===== src/rtl/riscv_pkg.sv =====
// Shared decode constants and load/store unit types for the RISC-V core.
// Pure declarations: no latency; no backpressure.
// Store/load codes are shared with main_decoder.
package riscv_pkg;

    localparam logic [1:0] STORE_SB = 2'b00;
    localparam logic [1:0] STORE_SH = 2'b01;
    localparam logic [1:0] STORE_SW = 2'b10;

    localparam logic [2:0] LOAD_LB  = 3'b000;
    localparam logic [2:0] LOAD_LH  = 3'b001;
    localparam logic [2:0] LOAD_LW  = 3'b010;
    localparam logic [2:0] LOAD_LBU = 3'b100;
    localparam logic [2:0] LOAD_LHU = 3'b101;

    typedef enum logic [1:0] {
        IDLE,
        REQ,
        WAIT,
        DONE
    } lsu_state_t;

    // Everything about an accepted access that must stay stable until it finishes.
    typedef struct packed {
        logic        we;
        logic [2:0]  load;
        logic [1:0]  offset;
        logic [3:0]  be;
        logic [31:0] wdata;
    } lsu_req_t;

    function automatic logic access_misaligned(input logic       we,
                                               input logic [1:0] st,
                                               input logic [2:0] ld,
                                               input logic [1:0] off);
        logic bad;
        bad = 1'b1;
        if (we) begin
            case (st)
                STORE_SB: bad = 1'b0;
                STORE_SH: bad = off[0];
                STORE_SW: bad = (off != 2'b00);
                default:  bad = 1'b1;
            endcase
        end else begin
            case (ld)
                LOAD_LB, LOAD_LBU: bad = 1'b0;
                LOAD_LH, LOAD_LHU: bad = off[0];
                LOAD_LW:           bad = (off != 2'b00);
                default:           bad = 1'b1;
            endcase
        end
        return bad;
    endfunction

    // Size field is bits [1:0] of either code: 00 byte, 01 half, 10 word.
    function automatic logic [3:0] access_be(input logic [1:0] size, input logic [1:0] off);
        logic [3:0] be;
        case (size)
            2'b00:   be = 4'b0001 << off;
            2'b01:   be = 4'b0011 << off;
            default: be = 4'b1111;
        endcase
        return be;
    endfunction

    function automatic logic [31:0] store_wdata(input logic [1:0] st, input logic [31:0] wd);
        logic [31:0] d;
        case (st)
            STORE_SB: d = {4{wd[7:0]}};
            STORE_SH: d = {2{wd[15:0]}};
            default:  d = wd;
        endcase
        return d;
    endfunction

endpackage


===== src/rtl/lsu_load_align.sv =====
// Load lane select and sign/zero extension of a memory read word.
// Purely combinational, zero latency.
// No flow control; the caller qualifies the result with its own valid.
module lsu_load_align
    import riscv_pkg::*;
(
    input  logic [31:0] rdata,
    input  logic [1:0]  offset,
    input  logic [2:0]  load,
    output logic [31:0] data
);

    logic [7:0]  lane_b;
    logic [15:0] lane_h;

    always_comb begin
        lane_b = rdata[7:0];
        case (offset)
            2'd0: lane_b = rdata[7:0];
            2'd1: lane_b = rdata[15:8];
            2'd2: lane_b = rdata[23:16];
            2'd3: lane_b = rdata[31:24];
            default: lane_b = rdata[7:0];
        endcase

        lane_h = offset[1] ? rdata[31:16] : rdata[15:0];

        case (load)
            LOAD_LB:  data = {{24{lane_b[7]}}, lane_b};
            LOAD_LBU: data = {24'h0, lane_b};
            LOAD_LH:  data = {{16{lane_h[15]}}, lane_h};
            LOAD_LHU: data = {16'h0, lane_h};
            LOAD_LW:  data = rdata;
            default:  data = 32'h0;
        endcase
    end

endmodule


===== src/rtl/load_store_unit.sv =====
// Data-memory access engine: sequences one load/store per instruction onto the dmem bus.
// Latency: store done 2 cycles after accept, load 3 (best case); bus_err after TIMEOUT cycles.
// Backpressure: holds dmem_req until dmem_gnt and stalls the pipeline until the done cycle.
module load_store_unit
    import riscv_pkg::*;
#(
    parameter int ADDR_W  = 32,
    parameter int TIMEOUT = 255
) (
    input  logic              clk,
    input  logic              reset,
    input  logic              lsu_valid,
    input  logic              lsu_we,
    input  logic [1:0]        store,
    input  logic [2:0]        load,
    input  logic [ADDR_W-1:0] addr,
    input  logic [31:0]       wdata,
    output logic              stall,
    output logic              done,
    output logic [31:0]       load_data,
    output logic              misaligned,
    output logic              bus_err,
    output logic              dmem_req,
    output logic              dmem_we,
    output logic [ADDR_W-1:0] dmem_addr,
    output logic [3:0]        dmem_be,
    output logic [31:0]       dmem_wdata,
    input  logic              dmem_gnt,
    input  logic              dmem_rvalid,
    input  logic [31:0]       dmem_rdata
);

    // Counter holds the number of REQ+WAIT cycles already spent before this one.
    localparam logic [7:0] CNT_LAST = 8'(TIMEOUT - 1);

    lsu_state_t  state;
    lsu_req_t    req_q;
    lsu_req_t    next_req;
    logic [7:0]  cnt;
    logic        aligned;
    logic        expired;
    logic [31:0] ext_data;

    assign aligned = !access_misaligned(lsu_we, store, load, addr[1:0]);
    assign expired = (cnt >= CNT_LAST);

    always_comb begin
        next_req        = '0;
        next_req.we     = lsu_we;
        next_req.load   = load;
        next_req.offset = addr[1:0];
        next_req.be     = access_be(lsu_we ? store : load[1:0], addr[1:0]);
        next_req.wdata  = store_wdata(store, wdata);
    end

    assign stall = !reset && (((state == IDLE) && lsu_valid && aligned) ||
                              (state == REQ) || (state == WAIT));

    assign dmem_we    = req_q.we;
    assign dmem_be    = req_q.be;
    assign dmem_wdata = req_q.wdata;

    lsu_load_align u_load_align (
        .rdata  (dmem_rdata),
        .offset (req_q.offset),
        .load   (req_q.load),
        .data   (ext_data)
    );

    always_ff @(posedge clk or posedge reset) begin
        if (reset) begin
            state      <= IDLE;
            req_q      <= '0;
            cnt        <= '0;
            dmem_req   <= 1'b0;
            dmem_addr  <= '0;
            done       <= 1'b0;
            misaligned <= 1'b0;
            bus_err    <= 1'b0;
            load_data  <= '0;
        end else begin
            done       <= 1'b0;
            misaligned <= 1'b0;
            bus_err    <= 1'b0;
            case (state)
                IDLE: begin
                    if (lsu_valid) begin
                        if (aligned) begin
                            req_q     <= next_req;
                            dmem_addr <= {addr[ADDR_W-1:2], 2'b00};
                            dmem_req  <= 1'b1;
                            cnt       <= '0;
                            state     <= REQ;
                        end else begin
                            misaligned <= 1'b1;
                        end
                    end
                end
                REQ: begin
                    cnt <= cnt + 8'd1;
                    // A grant on the expiry cycle still counts as accepted.
                    if (dmem_gnt) begin
                        dmem_req <= 1'b0;
                        if (req_q.we) begin
                            done  <= 1'b1;
                            state <= DONE;
                        end else begin
                            state <= WAIT;
                        end
                    end else if (expired) begin
                        dmem_req  <= 1'b0;
                        done      <= 1'b1;
                        bus_err   <= 1'b1;
                        load_data <= '0;
                        state     <= DONE;
                    end
                end
                WAIT: begin
                    cnt <= cnt + 8'd1;
                    if (dmem_rvalid) begin
                        load_data <= ext_data;
                        done      <= 1'b1;
                        state     <= DONE;
                    end else if (expired) begin
                        done      <= 1'b1;
                        bus_err   <= 1'b1;
                        load_data <= '0;
                        state     <= DONE;
                    end
                end
                DONE: state <= IDLE;
                default: state <= IDLE;
            endcase
        end
    end

endmodule

===== config.mk =====
export PLATFORM = sky130hd
export DESIGN_NAME = load_store_unit
export DESIGN_NICKNAME = d
export VERILOG_FILES = /design/src/rtl/riscv_pkg.sv /design/src/rtl/lsu_load_align.sv /design/src/rtl/load_store_unit.sv
export SDC_FILE = /design/constraint.sdc
export NUM_CORES = 1
export LEC_CHECK = 0
export ABC_AREA = 1
export CAP_MARGIN = 15
export CORE_MARGIN = 10
export CORE_UTILIZATION = 50
export CTS_CLUSTER_SIZE = 14
export DETAILED_ROUTE_END_ITERATION = 12
export PLACE_DENSITY = 0.87
export SYNTH_ARGS = -nofsm -noshare
export SYNTH_HDL_FRONTEND = slang
export SYNTH_SLANG_ARGS = --single-unit

===== constraint.sdc =====
create_clock -name clk -period 9.9 [get_ports clk]
set_input_delay 1.98 -clock clk [delete_from_list [all_inputs] [get_ports clk]]
set_output_delay 1.98 -clock clk [all_outputs]
set_load 0.01 [all_outputs]

Word level (Yosys, flattened, before mapping). Index checks and enable logic that the tools add are counted.

Output and inout bits: 106. Flip-flop bits (word level): 118. Word-level logic and storage cells: 103.

Add/sub/neg operators: 1. Reductions and logical operators: 25. Equal/unequal tests: 21. Multiplexer cells: 39. Shift-type cells: 2. $lt $le $gt $ge: 1. Bitwise gates (word level): 1.

Operators with widths (number): $pmux W32 S5 (1); $pmux W32 S2 (2); $mux W32 (3); $pmux W8 S4 (1); $mux W16 (1); $mux W8 (2); $pmux W8 S2 (1); $mux W1 (15); $eq A3 B3 Y1 const B (4); $mux W2 (6); $eq A2 B2 Y1 const B (5); $add A8 B1 Y8 const B (1); $eq A2 B1 Y1 const B (4); $ge A8 B8 Y1 const B (1); $logic_not A2 Y1 (4); $pmux W2 S4 (1); $pmux W4 S2 (1); $reduce_bool A2 Y1 (4); $eq A3 B1 Y1 const B (2); $eq A3 B2 Y1 const B (2); $logic_not A3 Y1 (2); $ne A2 B2 Y1 const B (3); $pmux W1 S2 (3); $pmux W1 S3 (2); 11 further kinds (19).

Depth between registers and ports, before layout.
Depth after elaboration: 9. Mapped depth: 10. Gate-level depth less buffers: 10.

Modules after synthesis. A second synthesis with hierarchy kept.

Cell total of the unflattened synthesis: 939. Area total of the unflattened synthesis: 6787.8 um^2.

By module, submodules not included: load_store_unit (cells an instance 684, area each 5704.2 um^2, times used 1); lsu_load_align (cells an instance 255, area each 1083.5 um^2, times used 1).

Least setup slack after synthesis. OpenSTA, ideal clock, no wires.

Path kind: in2out. Start: input port store[1]. End: output port stall. Arrival: 2.970 ns. Path buffers: 3. Stages on the path: 8. Required time: 7.920 ns. Slack: 4.950 ns. Cells stage by stage: buf_6 o21ai_1 nand3_1 nand2_2 nand2_4 buf_8 buf_6 a31oi_1.

Cells in the longest elaborated chain, start to end: 8. Elaborated cells between the ends (all ways): 10.

RTL lines: from (decl) (RTL line load_store_unit.sv:14) `input logic [1:0] store,`; $eq A2 B2 Y1 (tied with other cells) (RTL line riscv_pkg.sv:39) `case (st)`; $pmux W1 S3 (*) (RTL line riscv_pkg.sv:39); $mux W1 (*) (RTL line riscv_pkg.sv:38) `if (we) begin`; $logic_not A1 Y1 (*) (RTL line load_store_unit.sv:44) `assign aligned = !access_misaligned(lsu_we, store, load, addr[1:0]);`; $logic_and A1 B1 Y1 (*) (RTL line load_store_unit.sv:56) `assign stall = !reset && (((state == IDLE) && lsu_valid && aligned) ||`; $logic_or A1 B1 Y1 (*) (RTL line load_store_unit.sv:56); $logic_or A1 B1 Y1 (*) (RTL line load_store_unit.sv:57) `(state == REQ) || (state == WAIT));`; $logic_and A1 B1 Y1 (*) (RTL line load_store_unit.sv:56); to (decl) (RTL line load_store_unit.sv:18) `output logic stall,`.

Mark *: on every way between the ends. The rest lies on a longest branch, timed or not.

Worst setup path after layout.
Start: input port store[0]. End: output port stall.

Same word-level chain as after synthesis.

==> impl_metrics.tcl <==
set metrics [dict create \
    status "completed" \
    drive_gt1_frac 0.0512 \
    startpoint_type "input port" \
    p_int_mw 1.75 \
    crit_arrival_ns 3.86 \
    rows 40 \
    clk_pin_slew_ns 0.05 \
    routed_wl_um 19400 \
    dr.pass1.iters 7 \
    dieArea_mm2 0.0173 \
    ys_types 31 \
    grt_max_degree 112 \
    worst_setup_path_end_kind "output pin" \
    first_iter_violations 531 \
    grt_pass1_wl_um 31000 \
    clock.fmax_mhz 171 \
    finish.utilization 0.718 \
    nets 1099 \
    die_w_um 132 \
    die_h_um 132 \
    syn2layout_area_growth_pct 39.3 \
    cts_setup_buffers 0 \
    place.gp.congestion 0.881 \
    grt_pass1_vias 5983 \
    drc 0 \
    cts_buffer_depth 2 \
    rsz0062_at_grt "no" \
    critPathKind "input port to output pin" \
    port_buffers 210 \
    clockPowerShare 0.254 \
    cts.sinks 118 \
    netSwitchingFraction 0.358 \
    p_switching_mw 0.977 \
    tightest_slew_ns 1.05 \
    tritoncts "yes" \
    dr_total_vias 5881 \
    final_cell_mix "nand2_1 (368), clkdlybuf4s50_1 (210), dfrtp_1 (118), o21ai_0 (59)" \
    vias_per_cell 5.05 \
    ctsHtreeMaxLevel 4 \
    clkLatencyLatePin_ns 0.42 \
    routedWlPerCell_um 16.7 \
    fin_crit_sh 0.590 \
    coreArea_mm2 0.0121 \
    placed_cell_area_mm2 0.00803 \
    antenna_found_initial 0 \
    insertedDiodeCount 0 \
    path_max_fanout 12 \
    min_period_ns 5.84 \
    ys_seq_area_frac 0.473 \
    p_leak_nw 4.32 \
    grt_overflow_total 0 \
    max_slew_margin 0.300 \
    fin_area_mm2 0.00869 \
    antenna_left 0 \
    setup_violations 0 \
    pwr-share-seq 0.313 \
    netlist_instances 825 \
    ios 213 \
    syn_avg_cell_area_um2 7.56 \
    p_comb_frac 0.433 \
    ir_drop_mv 0.182 \
    final_common_cell "nand2_1" \
    setup_tns_ns 0 \
    dpl_worst_slack_ns 4.05 \
    fin_ws_ns 4.06 \
    dp_hpwl_um 14100 \
    worstHoldPathType "flip-flop to flip-flop" \
    finalHoldViolations 0 \
    ff2ff_setup_slack_ns 7.47 \
    ctsResizeCount 0 \
    numCtsBuffers 17 \
    holdBufCountCts 0 \
    ys_ff_latch 118 \
    initial_core_util 0.515 \
    ys_warn_count 0 \
    cap_violations 0 \
    clock-root-buffer "clkbuf_16" \
    cp.required_ns 7.92 \
    netlist_area_mm2 0.00624 \
    p_per_area_mw_per_mm2 314 \
    dpl.cell_count 1134 \
    drv_slew 0 \
    fin_cells 1165 \
    track_usage 0.221 \
    finClkSkew_ns 0.00505 \
]
==> path summary, 6_finish.rpt <==
path,start,to,cells past startpoint
max in group asynchronous,reset,load_data[8],3
setup reg to reg,state[0],cnt[2],9
min in group asynchronous,reset,misaligned,2
hold reg to reg,load_data[9],load_data[9],2
hold / removal,load_data[9],load_data[9],2
setup / recovery,store[0],stall,7
==> critical path, stage by stage <==
cell and delay [ns]:
clkdlybuf4s50_1 0.61, o21ai_0 0.24, nand3_1 0.14, nand2_2 0.14, nand2_4 0.07, a31oi_1 0.13
clkdlybuf4s50_1 0.56
==> synthesized netlist by cell type, drive strengths merged <==
cell type | number | area share
a21boi | 2 | 0.0024
a21oi | 23 | 0.019
a31oi | 1 | 0.0010
buf | 65 | 0.082
clkbuf | 8 | 0.0064
conb | 1 | 0.00060
dfrtp | 118 | 0.47
ha | 7 | 0.014
inv | 55 | 0.033
nand2 | 372 | 0.23
nand3 | 50 | 0.042
nand4 | 2 | 0.0030
nor2 | 30 | 0.019
nor3 | 1 | 0.00080
o21ai | 76 | 0.061
o22ai | 7 | 0.0070
or2 | 1 | 0.0010
xnor2 | 1 | 0.0014
xor2 | 5 | 0.0070
==> flip-flops by register name, summed over array words and instances, names as in the netlist <==
register / flops
cnt: 8
dmem_be: 4
state: 2
dmem_addr: 30
misaligned: 1
dmem_req: 1
done: 1
dmem_wdata: 32
load_data: 32
dmem_we: 1
bus_err: 1
req_q: 5
==> power groups by stage <==
stage / logic [mW] / clock network (mW) / registers [mW]
3_5_place_dp: 1.19 / 0 / 0.848
3_3_place_gp: 1.17 / 0 / 0.846
5_1_grt: 1.31 / 0.720 / 0.879
4_1_cts: 1.20 / 0.699 / 0.850
2_1_floorplan: 0.649 / 0 / 0.879
6_report: 1.18 / 0.693 / 0.853
==> through the flow <==
step	hold WS (ns)	total power, mW
2_1_floorplan	0.450	1.53
3_3_place_gp	0.457	2.01
3_5_place_dp	0.462	2.04
4_1_cts	0.478	2.74
5_1_grt	0.497	2.91
6_report	0.475	2.73
==> cell type report <==
type | count | area, um^2
inverter | 55 | 209
multi-input combinational | 580 | 2530
clock inverter | 9 | 170
timing repair buffer | 213 | 2120
fill | 927 | 3420
sequential | 118 | 2950
clock buffer | 22 | 494
tap | 168 | 210
==> metal layers <==
metal | vias up | track usage | wire [um]
li1 | 2882 | - | -
met1 | 2716 | 0.252 | 7700
met2 | 255 | 0.344 | 8800
met3 | 28 | 0.116 | 2550
met4 | 0 | 0.0828 | 356
met5 | - | 0 | 0
==> logic make-up (layout without fill, tap and decap cells) <==
| group | Yosys count | count (layout) | synth area share |
|---|---|---|---|
| other | 1 | 2 | 0.000601 |
| and+or+nand+nor | 456 | 456 | 0.292 |
| xor gates and xnor gates | 6 | 6 | 0.00842 |
| adders and majority gates | 7 | 7 | 0.0140 |
| buffers and inverters | 128 | 299 | 0.121 |
| DFF | 118 | 118 | 0.473 |
| AOI/OAI and AO/OA | 109 | 109 | 0.0904 |
Note: power is estimated with default switching activity, not from simulation.
